`src/rtl/paralelo_serial_tx_pkg.sv`:
```
// rtl/paralelo_serial_tx_pkg.sv - shared constants for the paralelo/serial link (tx and rx)
package paralelo_serial_tx_pkg;

    localparam logic [7:0] COMMA_DEFAULT = 8'hBC;

    localparam int BIT_CNT_W = 3;
    localparam logic [BIT_CNT_W-1:0] BIT_CNT_LAST = '1;

    localparam logic [0:0] ST_TRAIN = 1'b0;
    localparam logic [0:0] ST_RUN   = 1'b1;

endpackage

```
`src/rtl/paralelo_serial_tx_shifter.sv`:
```
// rtl/paralelo_serial_tx_shifter.sv - byte shift register and bit counter, LSB first
module tx_shifter
    import paralelo_serial_tx_pkg::*;
#(
    parameter logic [7:0] RESET_BYTE = COMMA_DEFAULT
) (
    input  logic                 clk_32f,
    input  logic                 reset,
    input  logic [7:0]           next_byte,
    output logic                 serial_bit,
    output logic [BIT_CNT_W-1:0] bit_cnt,
    output logic                 boundary
);

    logic [7:0] shift_reg;

    // Loading on the last bit keeps bit 0 of the next byte aligned with bit_cnt == 0.
    assign boundary   = (bit_cnt == BIT_CNT_LAST);
    assign serial_bit = shift_reg[0];

    always_ff @(posedge clk_32f) begin
        if (reset) begin
            shift_reg <= RESET_BYTE;
            bit_cnt   <= '0;
        end else begin
            bit_cnt <= bit_cnt + 1'b1;
            if (boundary) begin
                shift_reg <= next_byte;
            end else begin
                shift_reg <= {1'b0, shift_reg[7:1]};
            end
        end
    end

endmodule

```
`src/rtl/paralelo_serial_tx.sv`:
```
// rtl/paralelo_serial_tx.sv - parallel to serial transmitter with comma training
module paralelo_serial_tx
    import paralelo_serial_tx_pkg::*;
#(
    parameter int         TRAIN_COUNT = 4,
    parameter logic [7:0] COMMA       = COMMA_DEFAULT
) (
    input  logic        clk_32f,
    input  logic        reset,
    input  logic [7:0]  data_in,
    input  logic        valid_in,
    output logic        ready_out,
    output logic        data_out,
    output logic        frame_start,
    output logic        tx_active,
    output logic [15:0] data_bytes
);

    localparam int TRAIN_W = (TRAIN_COUNT > 1) ? $clog2(TRAIN_COUNT) : 1;
    localparam logic [TRAIN_W-1:0] TRAIN_LAST = TRAIN_W'(TRAIN_COUNT - 1);

    logic [0:0]           state;
    logic [TRAIN_W-1:0]   train_cnt;
    logic [7:0]           hold_data;
    logic                 hold_full;
    logic [7:0]           next_byte;
    logic [BIT_CNT_W-1:0] bit_cnt;
    logic                 boundary;

    assign ready_out   = (state == ST_RUN) && !hold_full;
    assign tx_active   = (state == ST_RUN);
    assign frame_start = (bit_cnt == '0);
    assign next_byte   = ((state == ST_RUN) && hold_full) ? hold_data : COMMA;

    tx_shifter #(
        .RESET_BYTE (COMMA)
    ) u_shifter (
        .clk_32f    (clk_32f),
        .reset      (reset),
        .next_byte  (next_byte),
        .serial_bit (data_out),
        .bit_cnt    (bit_cnt),
        .boundary   (boundary)
    );

    // A byte accepted on a boundary edge is only captured here; the shifter
    // takes COMMA on that same edge because hold_full was still low.
    always_ff @(posedge clk_32f) begin
        if (reset) begin
            state      <= ST_TRAIN;
            train_cnt  <= '0;
            hold_data  <= '0;
            hold_full  <= 1'b0;
            data_bytes <= '0;
        end else begin
            if (boundary) begin
                if (state == ST_TRAIN) begin
                    train_cnt <= train_cnt + 1'b1;
                    if (train_cnt == TRAIN_LAST) begin
                        state <= ST_RUN;
                    end
                end else if (hold_full) begin
                    hold_full  <= 1'b0;
                    data_bytes <= data_bytes + 16'd1;
                end
            end
            if (valid_in && ready_out) begin
                hold_data <= data_in;
                hold_full <= 1'b1;
            end
        end
    end

endmodule
```
`config.mk`:
```
export PLATFORM = sky130hd
export DESIGN_NAME = paralelo_serial_tx
export DESIGN_NICKNAME = d
export VERILOG_FILES = /design/src/rtl/paralelo_serial_tx_pkg.sv /design/src/rtl/paralelo_serial_tx_shifter.sv /design/src/rtl/paralelo_serial_tx.sv
export SDC_FILE = /design/constraint.sdc
export NUM_CORES = 1
export LEC_CHECK = 0
export CORE_MARGIN = 1.5
export CORE_UTILIZATION = 51
export DETAILED_ROUTE_END_ITERATION = 16
export GPL_TIMING_DRIVEN = 0
export PLACE_DENSITY = 0.9
export RECOVER_POWER = 50
export SLEW_MARGIN = 5
export SYNTH_ARGS = -nofsm -noshare
export SYNTH_HDL_FRONTEND = slang
export SYNTH_SLANG_ARGS = --single-unit
```
`constraint.sdc`:
```
create_clock -name clk_32f -period 2.4 [get_ports clk_32f]
set_input_delay 0.36 -clock clk_32f [delete_from_list [all_inputs] [get_ports clk_32f]]
set_output_delay 0.36 -clock clk_32f [all_outputs]
set_load 0.05 [all_outputs]
```
==> results_dict.tcl, run 1 <==
set metrics [dict create \
    p_seq_share_pct 64.0 \
    rsz0062_at_grt "false" \
    critPathKind "flip-flop to output port" \
    intPower_uw 795 \
    grt_pass1_wl_um 5220 \
    synth_nets 196 \
    synth_top_area_cell "dfxtp_1" \
    die_w_um 59.8 \
    grtUsageTotal_pct 19.7 \
    antenna_found_initial 0 \
    cts.sinks 39 \
    hold_depth 1 \
    final_net_count 233 \
    p_clk_share_pct 29.3 \
    p_per_area_nw_per_um2 511 \
    drc_errors 0 \
    async_flop_share_pct 0 \
    ys_ff_latch 39 \
    power.switching_uw 240 \
    peakVddDrop_v 0.000350 \
    finalCritPeriodShare_pct 91.6 \
    hold_path_end "u_shifter.bit_cnt[0]$_SDFF_PP0_" \
    fin_crit_ns 2.20 \
    die_area_um2 3570 \
    largest_reg_flops 16 \
    synth-edff-count 0 \
    layout-drive-gt1-share_pct 6.48 \
    syn_avg_cell_area_um2 9.13 \
    tns_ns 0 \
    synth_most_common_cell "dfxtp_1" \
    setup_slack_ns 0.203 \
    cp.arrival_ns 1.84 \
    tightest_slew_ns 0.498 \
    globalplace.congestion 0.854 \
    cts_root_buffer "clkbuf_4" \
    cts_buffer_depth 2 \
    gr-total-overflow 0 \
    port_buffers 30 \
    slew_violations 0 \
    hold_class "flip-flop to flip-flop" \
    place_inst 254 \
    area_growth_syn_to_layout_pct 23.2 \
    drt_iter0_drc 52 \
    num_rows 20 \
    wirelength_um 3000 \
    htreeDepth 2 \
    r2r_start "u_shifter.bit_cnt[0]$_SDFF_PP0_" \
    clk_pin_slew_ns 0.11 \
    power_uw 1040 \
    clkLatencyLatePin_ns 0.35 \
    crit_required_ns 2.04 \
    wl_per_cell_um 11.5 \
    ys_warn_count 0 \
    fillers 261 \
    vias 1297 \
    power.leakage_uw 0.000748 \
    cts_resized 0 \
    final_cell_count_no_fill 260 \
    syn-cell-area_um2 1640 \
    dp_hpwl_um 2090 \
    cts_setup_buffers 0 \
    timing.hold.ws_ns 0.458 \
    status "finished, final reports clean" \
    cp-end-kind "output port" \
    hold_violations 0 \
    crit_fanout 9 \
    crit_start "tx_active$_SDFFE_PP0N_" \
    r2r_cells 7 \
    post_drt_via_cell_ratio 4.99 \
    ys_types 31 \
    p_sw_share_pct 23.2 \
    rrSetupSlack_ns 0.37 \
    syn_inst 180 \
    r2r_end "data_bytes[15]$_SDFFE_PP0P_" \
    grt_pass1_vias 1204 \
    synth_flop_cell "dfxtp_1" \
    p_comb_share_pct 6.7 \
    dr.pass1.iters 4 \
    cap_viol_max_count 0 \
    ys_seq_area_share_pct 47.5 \
    core_um2 3050 \
    yosys.area.top_type_share_pct 47.5 \
    post-place-ws_ns 0.329 \
    boundaryPins 31 \
    start_util_pct 53.9 \
    cts_tree "yes" \
    fp.dieH_um 59.8 \
    postCtsHoldBufs 0 \
    grt_max_degree 11 \
    cts_made_buffers 5 \
    ant_nets 0 \
    max_slew_margin_pct 66.7 \
    fmax_ghz 0.455 \
    worst_setup_path_start_kind "flip-flop" \
    diodes 0 \
    synthTopCellsByCount "39 x dfxtp_1, 22 x nor2_1, 21 x nand2_1" \
    synth_area_leaders "dfxtp_1 47%, nor2_1 5.0%, nand2_1 4.8%, a21oi_1 4.6%, xnor2_1 4.3%" \
    finClkSkew_ns 0.00985 \
    hold_path.startpoint "u_shifter.bit_cnt[0]$_SDFF_PP0_" \
    setup_violations 0 \
]
## per-stage QoR
| step | util, % | area (um^2) |
|---|---|---|
| floorplan | - | 1640 |
| global placement | 65.5 | 2000 |
| detailed placement | 65.5 | 2000 |
| CTS | 66.8 | 2040 |
| global route | 66.4 | 2030 |
| finish | 66.4 | 2030 |
## power groups by stage
stage	clock [uW]	sequential (uW)	combinational [uW]
final	304	662	69.3
after global routing	341	664	77.0
after global placement	0	677	68.8
after floorplan	0	680	35.5
after detailed placement	0	677	70.2
after CTS	307	662	70.4
## kinds of logic (layout without fill, tap and decap cells)
family / Yosys count / count (layout) / synth area share, %
adders and majority gates: 5 / 5 / 3.81
xor gates and xnor gates: 11 / 11 / 5.86
muxes: 5 / 5 / 3.58
DFF: 39 / 39 / 47.5
buffers and inverters: 13 / 49 / 3.27
and+or+nand+nor: 86 / 86 / 29.3
AOI/OAI and AO/OA: 21 / 21 / 6.70
## worst max-delay path, stage by stage (launching register included)
cell             delay [ns]
dfxtp_1                0.34
buf_2                  0.21
and2b_1                0.14
clkdlybuf4s50_1        0.80
## area by class of cell
cell class | count | area, um^2 | area share (%)
timing repair buffer | 30 | 300 | 14.8
inverter | 5 | 18.8 | 0.926
tap | 44 | 55.1 | 2.72
clock buffer | 6 | 41.3 | 2.04
sequential | 39 | 781 | 38.5
buffer | 8 | 35.0 | 1.73
multi-input combinational | 128 | 795 | 39.2
## how the worst max path moves through the flow
stage / end / slack, ns / cells after the start
after floorplan: data_bytes[14]$_SDFFE_PP0P_ / 0.43 / 4
after global placement: u_shifter.shift_reg[0]$_SDFF_PP0_ / 0.37 / 4
after detailed placement: train_cnt[1]$_SDFFE_PP0P_ / 0.33 / 4
after CTS: ready_out / 0.17 / 3
after global routing: ready_out / 0.12 / 3
final: ready_out / 0.20 / 3
## placed cells by master (no fill, tap or decap)
cell type,netlist,layout
dfxtp_1,39,39
mux2_4,1,1
buf_2,1,1
o22ai_1,4,4
and3_1,1,1
mux2i_1,1,1
mux2_1,2,2
nor4_1,6,6
o21ai_0,2,2
nor4_4,1,1
or2_2,1,1
xor2_1,3,3
nor3_1,2,2
or2_0,1,1
or3_2,1,1
mux2_2,1,1
inv_1,5,5
nand2_1,21,21
ha_1,5,5
nand4_1,4,5
clkdlybuf4s50_1,0,29
clkbuf_1,6,7
nor2_1,22,22
nand2b_1,5,5
buf_4,1,1
xnor2_1,8,8
nand3_4,1,1
nand4_4,2,1
dlygate4sd3_1,0,1
a21oi_1,15,15
and2b_1,2,2
nor2b_1,11,11
clkbuf_4,0,5
nand3_1,5,5
## layer usage
layer | vias up | routed length, um | GRT usage, %
met3 | 3 | 181 | 7.36
met4 | 0 | 32 | 6.98
met5 | - | 0 | 0
met1 | 576 | 1370 | 23.6
met2 | 44 | 1420 | 32.3
li1 | 674 | - | -
No activity file was read; power rests on OpenSTA's default activity.
==> run 2: changes to the inputs <==
--- a/config.mk
+++ b/config.mk
@@ -5,7 +5,7 @@
 export SDC_FILE = /design/constraint.sdc
 export NUM_CORES = 1
 export LEC_CHECK = 0
-export CORE_MARGIN = 1.5
+export CORE_MARGIN = 2
 export CORE_UTILIZATION = 51
 export DETAILED_ROUTE_END_ITERATION = 16
 export GPL_TIMING_DRIVEN = 0
==> results_dict.tcl, run 2 (synthesized netlist as in run 1, its figures left out) <==
set metrics [dict create \
    power_uw 1060 \
    met2_usage_pct 31.0 \
    largest_reg_flops 16 \
    cts_root_buffer "clkbuf_4" \
    clkLatencyLatePin_ns 0.35 \
    diodes 0 \
    globalplace.congestion 0.817 \
    area_growth_syn_to_layout_pct 24.7 \
    htreeDepth 2 \
    place_inst 254 \
    wl_per_cell_um 12.1 \
    gr-total-overflow 0 \
    antenna_found_initial 0 \
    power.leakage_uw 0.000770 \
    drc_errors 0 \
    grt_pass1_wl_um 5210 \
    cts_buffer_depth 2 \
    cts_tree "yes" \
    ant_nets 0 \
    dp_hpwl_um 2220 \
    drt_iter0_drc 47 \
    layout-drive-gt1-share_pct 7.34 \
    setup_violations 0 \
    finClkSkew_ns 0.0100 \
    fp.dieH_um 60.8 \
    final_common_cell "dfxtp_1" \
    status "finished, final reports clean" \
    cts_setup_buffers 0 \
    grt_max_degree 12 \
    clk_pin_slew_ns 0.12 \
    peakVddDrop_v 0.000349 \
    num_rows 20 \
    crit_required_ns 2.04 \
    cap_viol_max_count 0 \
    critPathKind "flip-flop to output port" \
    hold_violations 0 \
    die_area_um2 3690 \
    fmax_ghz 0.451 \
    hold_class "flip-flop to flip-flop" \
    worst_setup_path_start_kind "flip-flop" \
    tightest_slew_ns 0.512 \
    grtUsageTotal_pct 19.8 \
    fin_crit_ns 2.22 \
    final_cell_count_no_fill 262 \
    start_util_pct 53.9 \
    dr.pass1.iters 4 \
    busiest_layer "met2" \
    boundaryPins 31 \
    met1_usage_pct 24.3 \
    final_net_count 233 \
    rsz0062_at_grt "false" \
    cts_resized 0 \
    die_w_um 60.8 \
    finalCritPeriodShare_pct 92.4 \
    crit_fanout 9 \
    p_per_area_nw_per_um2 515 \
    cts_made_buffers 5 \
    final_cell_mix "39 x dfxtp_1, 29 x clkdlybuf4s50_1, 22 x nor2_1, 21 x nand2_1, 15 x a21oi_1" \
    grt_pass1_vias 1151 \
    wirelength_um 3180 \
    cts.sinks 39 \
    post_drt_via_cell_ratio 5.10 \
    slew_violations 0 \
    core_um2 3050 \
    r2r_cells 7 \
    port_buffers 30 \
    cp-end-kind "output port" \
    postCtsHoldBufs 0 \
    cp.arrival_ns 1.86 \
    vias 1336 \
    fin_util_pct 67.1 \
    max_slew_margin_pct 65.8 \
    tns_ns 0 \
    hold_depth 1 \
    grtUsageMet3_pct 5.97 \
]
==> run 2: cell count changes in the layout (fill, tap and decap cells not counted), sizes merged <==
cell | before | now
clkbuf | 12 | 13
clkinv | 0 | 1
==> run 2: path summary, 6_finish.rpt <==
kind	start	endpoint	slack (ns)
hold reg to reg	u_shifter.bit_cnt[0]$_SDFF_PP0_	u_shifter.bit_cnt[0]$_SDFF_PP0_	0.46
hold / removal	u_shifter.bit_cnt[0]$_SDFF_PP0_	u_shifter.bit_cnt[0]$_SDFF_PP0_	0.46
setup / recovery	tx_active$_SDFFE_PP0N_	ready_out	0.18
setup reg to reg	u_shifter.bit_cnt[0]$_SDFF_PP0_	data_bytes[15]$_SDFFE_PP0P_	0.35
==> run 2: power breakdown <==
part	total (uW)	switching (uW)	leakage [uW]	internal, uW
combinational	69.8	36.7	0.000424	33.1
sequential	663	4.38	0.000317	658
clock	324	209	0.0000293	114
==> run 2: area by class of cell <==
type                            count  area, um^2
Fill cell                         266        1000
Tap cell                           44        55.1
Sequential cell                    39         781
Clock buffer                        7        45.0
Multi-Input combinational cell    128         810
Timing Repair Buffer               30         300
Inverter                            5        18.8
Buffer                              8        35.0
Clock inverter                      1        5.00
==> run 2: worst max-delay path: stages, from the launching register on <==
cell and delay, ns:
dfxtp_1 0.35, buf_2 0.23, and2b_1 0.15, clkdlybuf4s50_1 0.79
==> run 2: layer usage <==
| metal | wire (um) | up-vias |
|---|---|---|
| met1 | 1460 | 611 |
| li1 | - | 680 |
| met3 | 167 | 5 |
| met5 | 0 | - |
| met4 | 64 | 0 |
| met2 | 1490 | 40 |
==> run 2: per-stage QoR <==
stage	setup WS (ns)	cell area [um^2]	hold slack (ns)
floorplan	0.427	1640	0.417
global placement	0.332	2000	0.430
detailed placement	0.314	2000	0.436
CTS	0.180	2050	0.461
global route	0.0806	2050	0.491
finish	0.182	2050	0.462
